===== src/rtl/stopwatch_pkg.sv =====
// ---------------------------------------------------------------------------
// stopwatch_pkg
// Shared types and constants for the BCD stopwatch core:
//   sw_state_e   - control FSM state set (IDLE, RUNNING, STOPPED, LAP)
//   bcd_digit_t  - one BCD digit
//   SEG_*        - active-high 7-segment patterns, bit0 = a .. bit6 = g
//   bcd_to_seg() - digit to active-high pattern; 10..15 decode to blank
// ---------------------------------------------------------------------------
package stopwatch_pkg;

  typedef logic [3:0] bcd_digit_t;

  typedef enum logic [1:0] {
    ST_IDLE    = 2'd0,
    ST_RUNNING = 2'd1,
    ST_STOPPED = 2'd2,
    ST_LAP     = 2'd3
  } sw_state_e;

  localparam logic [6:0] SEG_0     = 7'h3F;
  localparam logic [6:0] SEG_1     = 7'h06;
  localparam logic [6:0] SEG_2     = 7'h5B;
  localparam logic [6:0] SEG_3     = 7'h4F;
  localparam logic [6:0] SEG_4     = 7'h66;
  localparam logic [6:0] SEG_5     = 7'h6D;
  localparam logic [6:0] SEG_6     = 7'h7D;
  localparam logic [6:0] SEG_7     = 7'h07;
  localparam logic [6:0] SEG_8     = 7'h7F;
  localparam logic [6:0] SEG_9     = 7'h6F;
  localparam logic [6:0] SEG_BLANK = 7'h00;

  function automatic logic [6:0] bcd_to_seg(input bcd_digit_t d);
    case (d)
      4'd0:    return SEG_0;
      4'd1:    return SEG_1;
      4'd2:    return SEG_2;
      4'd3:    return SEG_3;
      4'd4:    return SEG_4;
      4'd5:    return SEG_5;
      4'd6:    return SEG_6;
      4'd7:    return SEG_7;
      4'd8:    return SEG_8;
      4'd9:    return SEG_9;
      default: return SEG_BLANK;
    endcase
  endfunction

endpackage


===== src/rtl/bcd_stopwatch_core_if.sv =====
// ---------------------------------------------------------------------------
// stopwatch_if
// Button inputs and display/status outputs of the stopwatch core.
//   btn_clear, btn_startstop, btn_lap : raw asynchronous buttons
//   seg[6:0] (active-low, bit0 = a), dp (active-low)
//   dig_sel[NUM_DIGITS-1:0]           : active-low one-hot digit enable
//   running, lap_active, wrap         : status
// Modport slave is the core side, master is the board/pin side.
// ---------------------------------------------------------------------------
interface stopwatch_if #(
  parameter int NUM_DIGITS = 4
);
  logic                  btn_clear;
  logic                  btn_startstop;
  logic                  btn_lap;
  logic [6:0]            seg;
  logic                  dp;
  logic [NUM_DIGITS-1:0] dig_sel;
  logic                  running;
  logic                  lap_active;
  logic                  wrap;

  modport slave (
    input  btn_clear, btn_startstop, btn_lap,
    output seg, dp, dig_sel, running, lap_active, wrap
  );

  modport master (
    output btn_clear, btn_startstop, btn_lap,
    input  seg, dp, dig_sel, running, lap_active, wrap
  );
endinterface


===== src/rtl/bcd_counter_n.sv =====
// ---------------------------------------------------------------------------
// bcd_counter_n
// NUM_DIGITS-digit BCD up-counter with per-digit ripple carry.
//   CLK, RST : clock, synchronous active-high reset
//   clr      : synchronous clear (priority over inc)
//   inc      : advance the count by one
//   count    : packed BCD, digit 0 in bits [3:0]
//   wrap     : high for the single cycle after an all-9s -> all-0s rollover
// ---------------------------------------------------------------------------
module bcd_counter_n #(
  parameter int NUM_DIGITS = 4
) (
  input  logic                    CLK,
  input  logic                    RST,
  input  logic                    clr,
  input  logic                    inc,
  output logic [4*NUM_DIGITS-1:0] count,
  output logic                    wrap
);
  import stopwatch_pkg::*;

  logic [4*NUM_DIGITS-1:0] count_nxt;
  logic                    carry;

  always_comb begin
    // NOTE: every variable gets a default first so no path can infer a latch.
    count_nxt = count;
    carry     = 1'b1;
    for (int i = 0; i < NUM_DIGITS; i++) begin
      // NOTE: blocking '=' is required here: carry is a running value that
      // the next loop iteration reads within the same evaluation.
      if (carry) begin
        if (bcd_digit_t'(count[4*i +: 4]) == 4'd9) begin
          count_nxt[4*i +: 4] = 4'd0;
        end else begin
          count_nxt[4*i +: 4] = count[4*i +: 4] + 4'd1;
          carry               = 1'b0;
        end
      end
    end
  end

  // Carry out of the top digit means every digit was 9.
  always_ff @(posedge CLK) begin
    if (RST || clr) begin
      count <= '0;
      wrap  <= 1'b0;
    end else begin
      wrap <= inc & carry;
      if (inc) count <= count_nxt;
    end
  end

endmodule


===== src/rtl/bcd_stopwatch_core.sv =====
// ---------------------------------------------------------------------------
// bcd_stopwatch_core
// N-digit BCD stopwatch: button synchronisers and edge detectors, control
// FSM, tick divider, lap hold register and multiplexed 7-segment drive.
//   CLK  : clock, all logic on the rising edge
//   RST  : synchronous active-high reset
//   bus  : stopwatch_if.slave (buttons in, seg/dp/dig_sel/status out)
// ---------------------------------------------------------------------------
module bcd_stopwatch_core #(
  parameter int NUM_DIGITS = 4,
  parameter int TICK_DIV   = 120000,
  parameter int MUX_DIV    = 1024,
  parameter int DP_POS     = 2
) (
  input  logic        CLK,
  input  logic        RST,
  stopwatch_if.slave  bus
);
  import stopwatch_pkg::*;

  localparam int DIV_W = $clog2(TICK_DIV);
  localparam int MUX_W = $clog2(MUX_DIV);
  localparam int IDX_W = $clog2(NUM_DIGITS);
  localparam bit DP_EN = (DP_POS < NUM_DIGITS);

  localparam logic [1:0] S_IDLE    = ST_IDLE;
  localparam logic [1:0] S_RUNNING = ST_RUNNING;
  localparam logic [1:0] S_STOPPED = ST_STOPPED;
  localparam logic [1:0] S_LAP     = ST_LAP;

  // Buttons: bit0 clear, bit1 startstop, bit2 lap. Two synchroniser stages,
  // a history stage, and a registered edge pulse (raw edge k -> state k+3).
  logic [2:0] btn_raw, sync1, sync2, sync3, edge_q;
  assign btn_raw = {bus.btn_lap, bus.btn_startstop, bus.btn_clear};

  always_ff @(posedge CLK) begin
    if (RST) begin
      sync1  <= '0;
      sync2  <= '0;
      sync3  <= '0;
      edge_q <= '0;
    end else begin
      sync1  <= btn_raw;
      sync2  <= sync1;
      sync3  <= sync2;
      edge_q <= sync2 & ~sync3;
    end
  end

  // Priority: clear over startstop over lap; losing edges are dropped.
  logic ev_clear, ev_ss, ev_lap;
  assign ev_clear = edge_q[0];
  assign ev_ss    = edge_q[1] & ~edge_q[0];
  assign ev_lap   = edge_q[2] & ~edge_q[1] & ~edge_q[0];

  logic [1:0] state, state_nxt;
  logic       lap_take;
  logic       counting;

  always_comb begin
    state_nxt = state;
    lap_take  = 1'b0;
    if (ev_clear) begin
      state_nxt = S_IDLE;
    end else if (ev_ss) begin
      case (state)
        S_RUNNING, S_LAP: state_nxt = S_STOPPED;
        default:          state_nxt = S_RUNNING;
      endcase
    end else if (ev_lap) begin
      if (state == S_RUNNING) begin
        state_nxt = S_LAP;
        lap_take  = 1'b1;
      end else if (state == S_LAP) begin
        state_nxt = S_RUNNING;
      end
    end
  end

  always_ff @(posedge CLK) begin
    if (RST) state <= S_IDLE;
    else     state <= state_nxt;
  end

  assign counting       = (state == S_RUNNING) || (state == S_LAP);
  assign bus.running    = counting;
  assign bus.lap_active = (state == S_LAP);

  // Tick divider: runs while counting, holds in STOPPED, zero in IDLE.
  logic [DIV_W-1:0] div_cnt;
  logic             tick_end, inc;
  assign tick_end = (div_cnt == DIV_W'(TICK_DIV - 1));
  assign inc      = counting & tick_end;

  always_ff @(posedge CLK) begin
    if (RST || ev_clear || state == S_IDLE) begin
      div_cnt <= '0;
    end else if (counting) begin
      div_cnt <= tick_end ? '0 : div_cnt + DIV_W'(1);
    end
  end

  logic [4*NUM_DIGITS-1:0] count, lap_q, disp;
  logic                    cnt_wrap;

  bcd_counter_n #(.NUM_DIGITS(NUM_DIGITS)) u_counter (
    .CLK   (CLK),
    .RST   (RST),
    .clr   (ev_clear),
    .inc   (inc),
    .count (count),
    .wrap  (cnt_wrap)
  );
  assign bus.wrap = cnt_wrap;

  // Lap latch captures the pre-edge count on the RUNNING -> LAP edge.
  always_ff @(posedge CLK) begin
    if (RST || ev_clear) lap_q <= '0;
    else if (lap_take)   lap_q <= count;
  end

  assign disp = (state == S_LAP) ? lap_q : count;

  // Display mux: digit_idx is the digit driven at the next terminal count.
  logic [MUX_W-1:0] slot_cnt;
  logic [IDX_W-1:0] digit_idx;
  logic             slot_end;
  assign slot_end = (slot_cnt == MUX_W'(MUX_DIV - 1));

  always_ff @(posedge CLK) begin
    if (RST) begin
      slot_cnt    <= '0;
      digit_idx   <= '0;
      bus.seg     <= 7'h7F;
      bus.dp      <= 1'b1;
      bus.dig_sel <= '1;
    end else begin
      slot_cnt <= slot_end ? '0 : slot_cnt + MUX_W'(1);
      if (slot_end) begin
        bus.seg     <= ~bcd_to_seg(bcd_digit_t'(disp[4*digit_idx +: 4]));
        bus.dp      <= ~(DP_EN && digit_idx == IDX_W'(DP_POS));
        bus.dig_sel <= ~(NUM_DIGITS'(1) << digit_idx);
        digit_idx   <= (digit_idx == IDX_W'(NUM_DIGITS - 1)) ? '0
                                                             : digit_idx + IDX_W'(1);
      end
    end
  end

endmodule


===== src/flat_wrapper.sv =====
// flat-port wrapper written by rule: the top's interface ports become plain ports
module bcd_stopwatch_core_flat import stopwatch_pkg::*;
#(
  parameter int NUM_DIGITS = 4,
  parameter int TICK_DIV   = 120000,
  parameter int MUX_DIV    = 1024,
  parameter int DP_POS     = 2
)
  (CLK, RST, bus_btn_clear, bus_btn_startstop, bus_btn_lap, bus_seg, bus_dp, bus_dig_sel, bus_running, bus_lap_active, bus_wrap);
  stopwatch_if #(.NUM_DIGITS(NUM_DIGITS)) bus_i ();
  input  logic CLK;
  input  logic RST;
  input wire logic [$bits(bus_i.btn_clear)-1:0] bus_btn_clear;
  input wire logic [$bits(bus_i.btn_startstop)-1:0] bus_btn_startstop;
  input wire logic [$bits(bus_i.btn_lap)-1:0] bus_btn_lap;
  output wire logic [$bits(bus_i.seg)-1:0] bus_seg;
  output wire logic [$bits(bus_i.dp)-1:0] bus_dp;
  output wire logic [$bits(bus_i.dig_sel)-1:0] bus_dig_sel;
  output wire logic [$bits(bus_i.running)-1:0] bus_running;
  output wire logic [$bits(bus_i.lap_active)-1:0] bus_lap_active;
  output wire logic [$bits(bus_i.wrap)-1:0] bus_wrap;
  assign bus_i.btn_clear = bus_btn_clear;
  assign bus_i.btn_startstop = bus_btn_startstop;
  assign bus_i.btn_lap = bus_btn_lap;
  assign bus_seg = bus_i.seg;
  assign bus_dp = bus_i.dp;
  assign bus_dig_sel = bus_i.dig_sel;
  assign bus_running = bus_i.running;
  assign bus_lap_active = bus_i.lap_active;
  assign bus_wrap = bus_i.wrap;
  bcd_stopwatch_core #(.NUM_DIGITS(NUM_DIGITS), .TICK_DIV(TICK_DIV), .MUX_DIV(MUX_DIV), .DP_POS(DP_POS)) u_core (.CLK(CLK), .RST(RST), .bus(bus_i));
endmodule

===== config.mk =====
export PLATFORM = sky130hd
export DESIGN_NAME = bcd_stopwatch_core_flat
export DESIGN_NICKNAME = d
export VERILOG_FILES = /design/src/rtl/stopwatch_pkg.sv /design/src/rtl/bcd_stopwatch_core_if.sv /design/src/rtl/bcd_counter_n.sv /design/src/rtl/bcd_stopwatch_core.sv /design/src/flat_wrapper.sv
export SDC_FILE = /design/constraint.sdc
export NUM_CORES = 1
export LEC_CHECK = 0
export CAP_MARGIN = 20
export CORE_UTILIZATION = 31
export DETAILED_ROUTE_END_ITERATION = 10
export PLACE_DENSITY_LB_ADDON = 0.08
export SYNTH_ARGS = -nofsm -noshare
export SYNTH_HDL_FRONTEND = slang
export SYNTH_SLANG_ARGS = --single-unit

===== constraint.sdc =====
create_clock -name CLK -period 6.8 [get_ports CLK]
set_input_delay 1.36 -clock CLK [delete_from_list [all_inputs] [get_ports CLK]]
set_output_delay 1.36 -clock CLK [all_outputs]
set_load 0.05 [all_outputs]

==> run metrics <==
Area growth syn-to-layout=16.36%; Crit path required time=5.44 ns; CP Launch Type=flip-flop; CTS tree=done; #FFs+latches synth=87; via density per instance=4.702; CTS H-Tree Depth=3; clk sinks=87; Post-CTS Setup Bufs=0; layout cells sized above 1=0.1005; I/O Buffers=19; minimum clock period=3.447 ns; post-cts sizing count=0; All-Layer GR Usage=0.1367; register area share after synthesis=0.4328; RSZ-0062 raised after global routing=false; syn_nets=roughly 440; Post-synth ARST share=0; Critical Path Sink Type=output port; filler cell count=1319; post-synthesis cell area=4024 um^2; max_cap viols=0; worst path bufs/invs=2; # diodes=0; Core Region=12620 um^2; slowest CP cell=clkdlybuf4s50_1; Slew HR=0.3568; clk_skew=between 0.006 and 0.007 ns; Slew Viols, Final=0; Top FF cell, synth=dfxtp_1; worst hold path type=flip-flop to flip-flop; storage element area=between 1500 and 2000 um^2; Cell Chain, Critical Path=nand2_4 > inv_1 > clkdlybuf4s50_1; status=completed; crit-path max cell delay=0.79 ns; DRT Pass-1 Iters=4; Die X=115.9 um; CP arrival=between 2 and 2.5 ns; most common cell after layout, fill and taps aside=dfxtp_1; final setup fails=0; leakage power=1.654 nW; Top delay family on crit path=buffers and inverters; initial antenna violation count=0; initial core utilization=0.3189; vias in the first global route=2810; HPWL Detailed=around 5600 um; Worst VDD drop=roughly 0.12 mV; Post-synth EDFFs=0; Worst-path clk slew=0.06 ns; setup_tns=0 ns; Cell variety after synth=59; Placer Congestion=0.7232; Die Ht=between 100 and 150 um; grt total ovfl=0; area of the multi-input gates=~2100 um^2; Max Clock Freq=0.2901 GHz; layout net count=approximately 450; period utilisation layout=0.5068; WL/cell=13.37 um; crit-path max FO=13; DR iter-0 viols=140; Cells after Synth=roughly 420; clk root buf=clkbuf_16; first-pass GRT wire length=13940 um; largest net degree at the start of global routing=35; Clock Tree Buf Depth=2; most frequent cells in the layout=87 x dfxtp_1, 66 x nor2_1, 22 x mux2i_1; PD cells=228.8 nW/um^2; final hold viol count=0; synthesized area per cell=between 9 and 10 um^2; critical path class=flip-flop to output port; DR DRC count=0; Ports=20; Post-DP Area=4362 um^2; final wirelength=around 8200 um; post-route ant nets=0; Yosys Warn Count=0; Tightest Pin Transition=0.9647 ns; Inserted Clock Buffers=9; Clk Latency, worst-skew pair=between 0.3 and 0.4 ns; Vias=between 2k and 3k; fin area=4682 um^2; CTS Hold Bufs=0; Die ar.=between 10000 and 15000 um^2; num rows=41
synth_stat cells, drive strengths merged, types with 4 or more instances:
library cell | instances | area [um^2]
buf | 6 | 30.03
ha | 11 | 137.6
nand4 | 7 | 43.79
nand2b | 4 | 25.02
inv | 14 | 52.55
clkbuf | 14 | 52.55
nor2 | 67 | 254.0
nand2 | 21 | 86.33
a211o | 4 | 35.03
and3 | 7 | 43.79
mux2i | 25 | 270.3
nor4 | 5 | 31.28
xnor2 | 16 | 140.1
nand3 | 12 | 60.06
a21oi | 17 | 85.08
nor2b | 21 | 131.4
nor3 | 10 | 55.05
mux4 | 8 | 180.2
xor2 | 14 | 122.6
o21ai | 6 | 30.03
or3 | 4 | 30.03
dfxtp | 87 | 1742
where the power goes:
group / total (mW) / internal (mW) / switching [mW]
Combinational: 0.0198 / 0.00734 / 0.0125
Clock: 0.534 / 0.323 / 0.211
Sequential: 0.517 / 0.514 / 0.00332
state kept, by name (all words and copies together) (netlist names):
signal / cells
u_core.state: 2
u_core.digit_idx: 2
u_core.bus.dig_sel: 3
u_core.sync3: 3
u_core.bus.seg: 7
u_core.edge_q: 3
u_core.sync1: 3
u_core.lap_q: 16
u_core.sync2: 3
u_core.bus.dp: 1
u_core.u_counter.count: 16
u_core.slot_cnt: 10
u_core.u_counter.wrap: 1
u_core.div_cnt: 17
worst reg2reg max path, cell delays in order (launching register included):
cell and delay, ns:
dfxtp_1 0.62, nand2_4 0.22, mux4_2 0.49, mux2i_2 0.41, inv_1 0.12, ha_1 0.32
o21ai_0 0.09, a221o_1 0.30
routing by layer:
layer / wire length [um] / up-vias / GRT usage
met5: 0 / - / 0
met3: 262 / 8 / 0.04707
met1: 4046 / 1348 / 0.1724
li1: - / 1483 / -
met4: 112 / 0 / 0.04615
met2: 3731 / 29 / 0.2175
through the flow:
stage                     total power [mW]  hold WS, ns  instances  worst slack [ns]    util
after global placement              0.5491       0.3813        594             3.583  0.3456
after detailed placement            0.5494       0.3726        594             3.563  0.3456
final                                1.071       0.3832        610             3.353  0.3710
after floorplan                     0.5420       0.3674        421             4.253       -
after CTS                            1.094       0.3837        610             3.310  0.3710
after global routing                 1.116       0.4059        610             3.207  0.3710
worst paths after layout:
| path | to | cells after the start | start | slack (ns) |
|---|---|---|---|---|
| worst max-delay path | bus_lap_active | 3 | u_core.state[0] | 3.35 |
| worst min-delay path | u_core.edge_q[2] | 1 | u_core.sync3[2] | 0.38 |
| worst max register to register | u_core.bus.seg[1] | 7 | u_core.state[0] | 4.11 |
| worst min register to register | u_core.edge_q[2] | 1 | u_core.sync3[2] | 0.38 |
cell families after synthesis:
family          Yosys count  share of synthesized area
simple gates            177                     0.2326
flops                    87                     0.4328
compound gates           47                    0.08396
mux                      35                     0.1175
buf+inv                  34                    0.03358
xor+xnor                 30                    0.06530
fa+ha+maj                11                    0.03420
cell type report:
class                           instances  area share
Multi-Input combinational cell        300      0.4586
Clock inverter                          7     0.02031
Sequential cell                        87      0.3720
Tap cell                              172     0.04596
Timing Repair Buffer                   21     0.04383
Clock buffer                            9     0.04810
Inverter                               14     0.01122
Note: power is estimated with default switching activity, not from simulation.
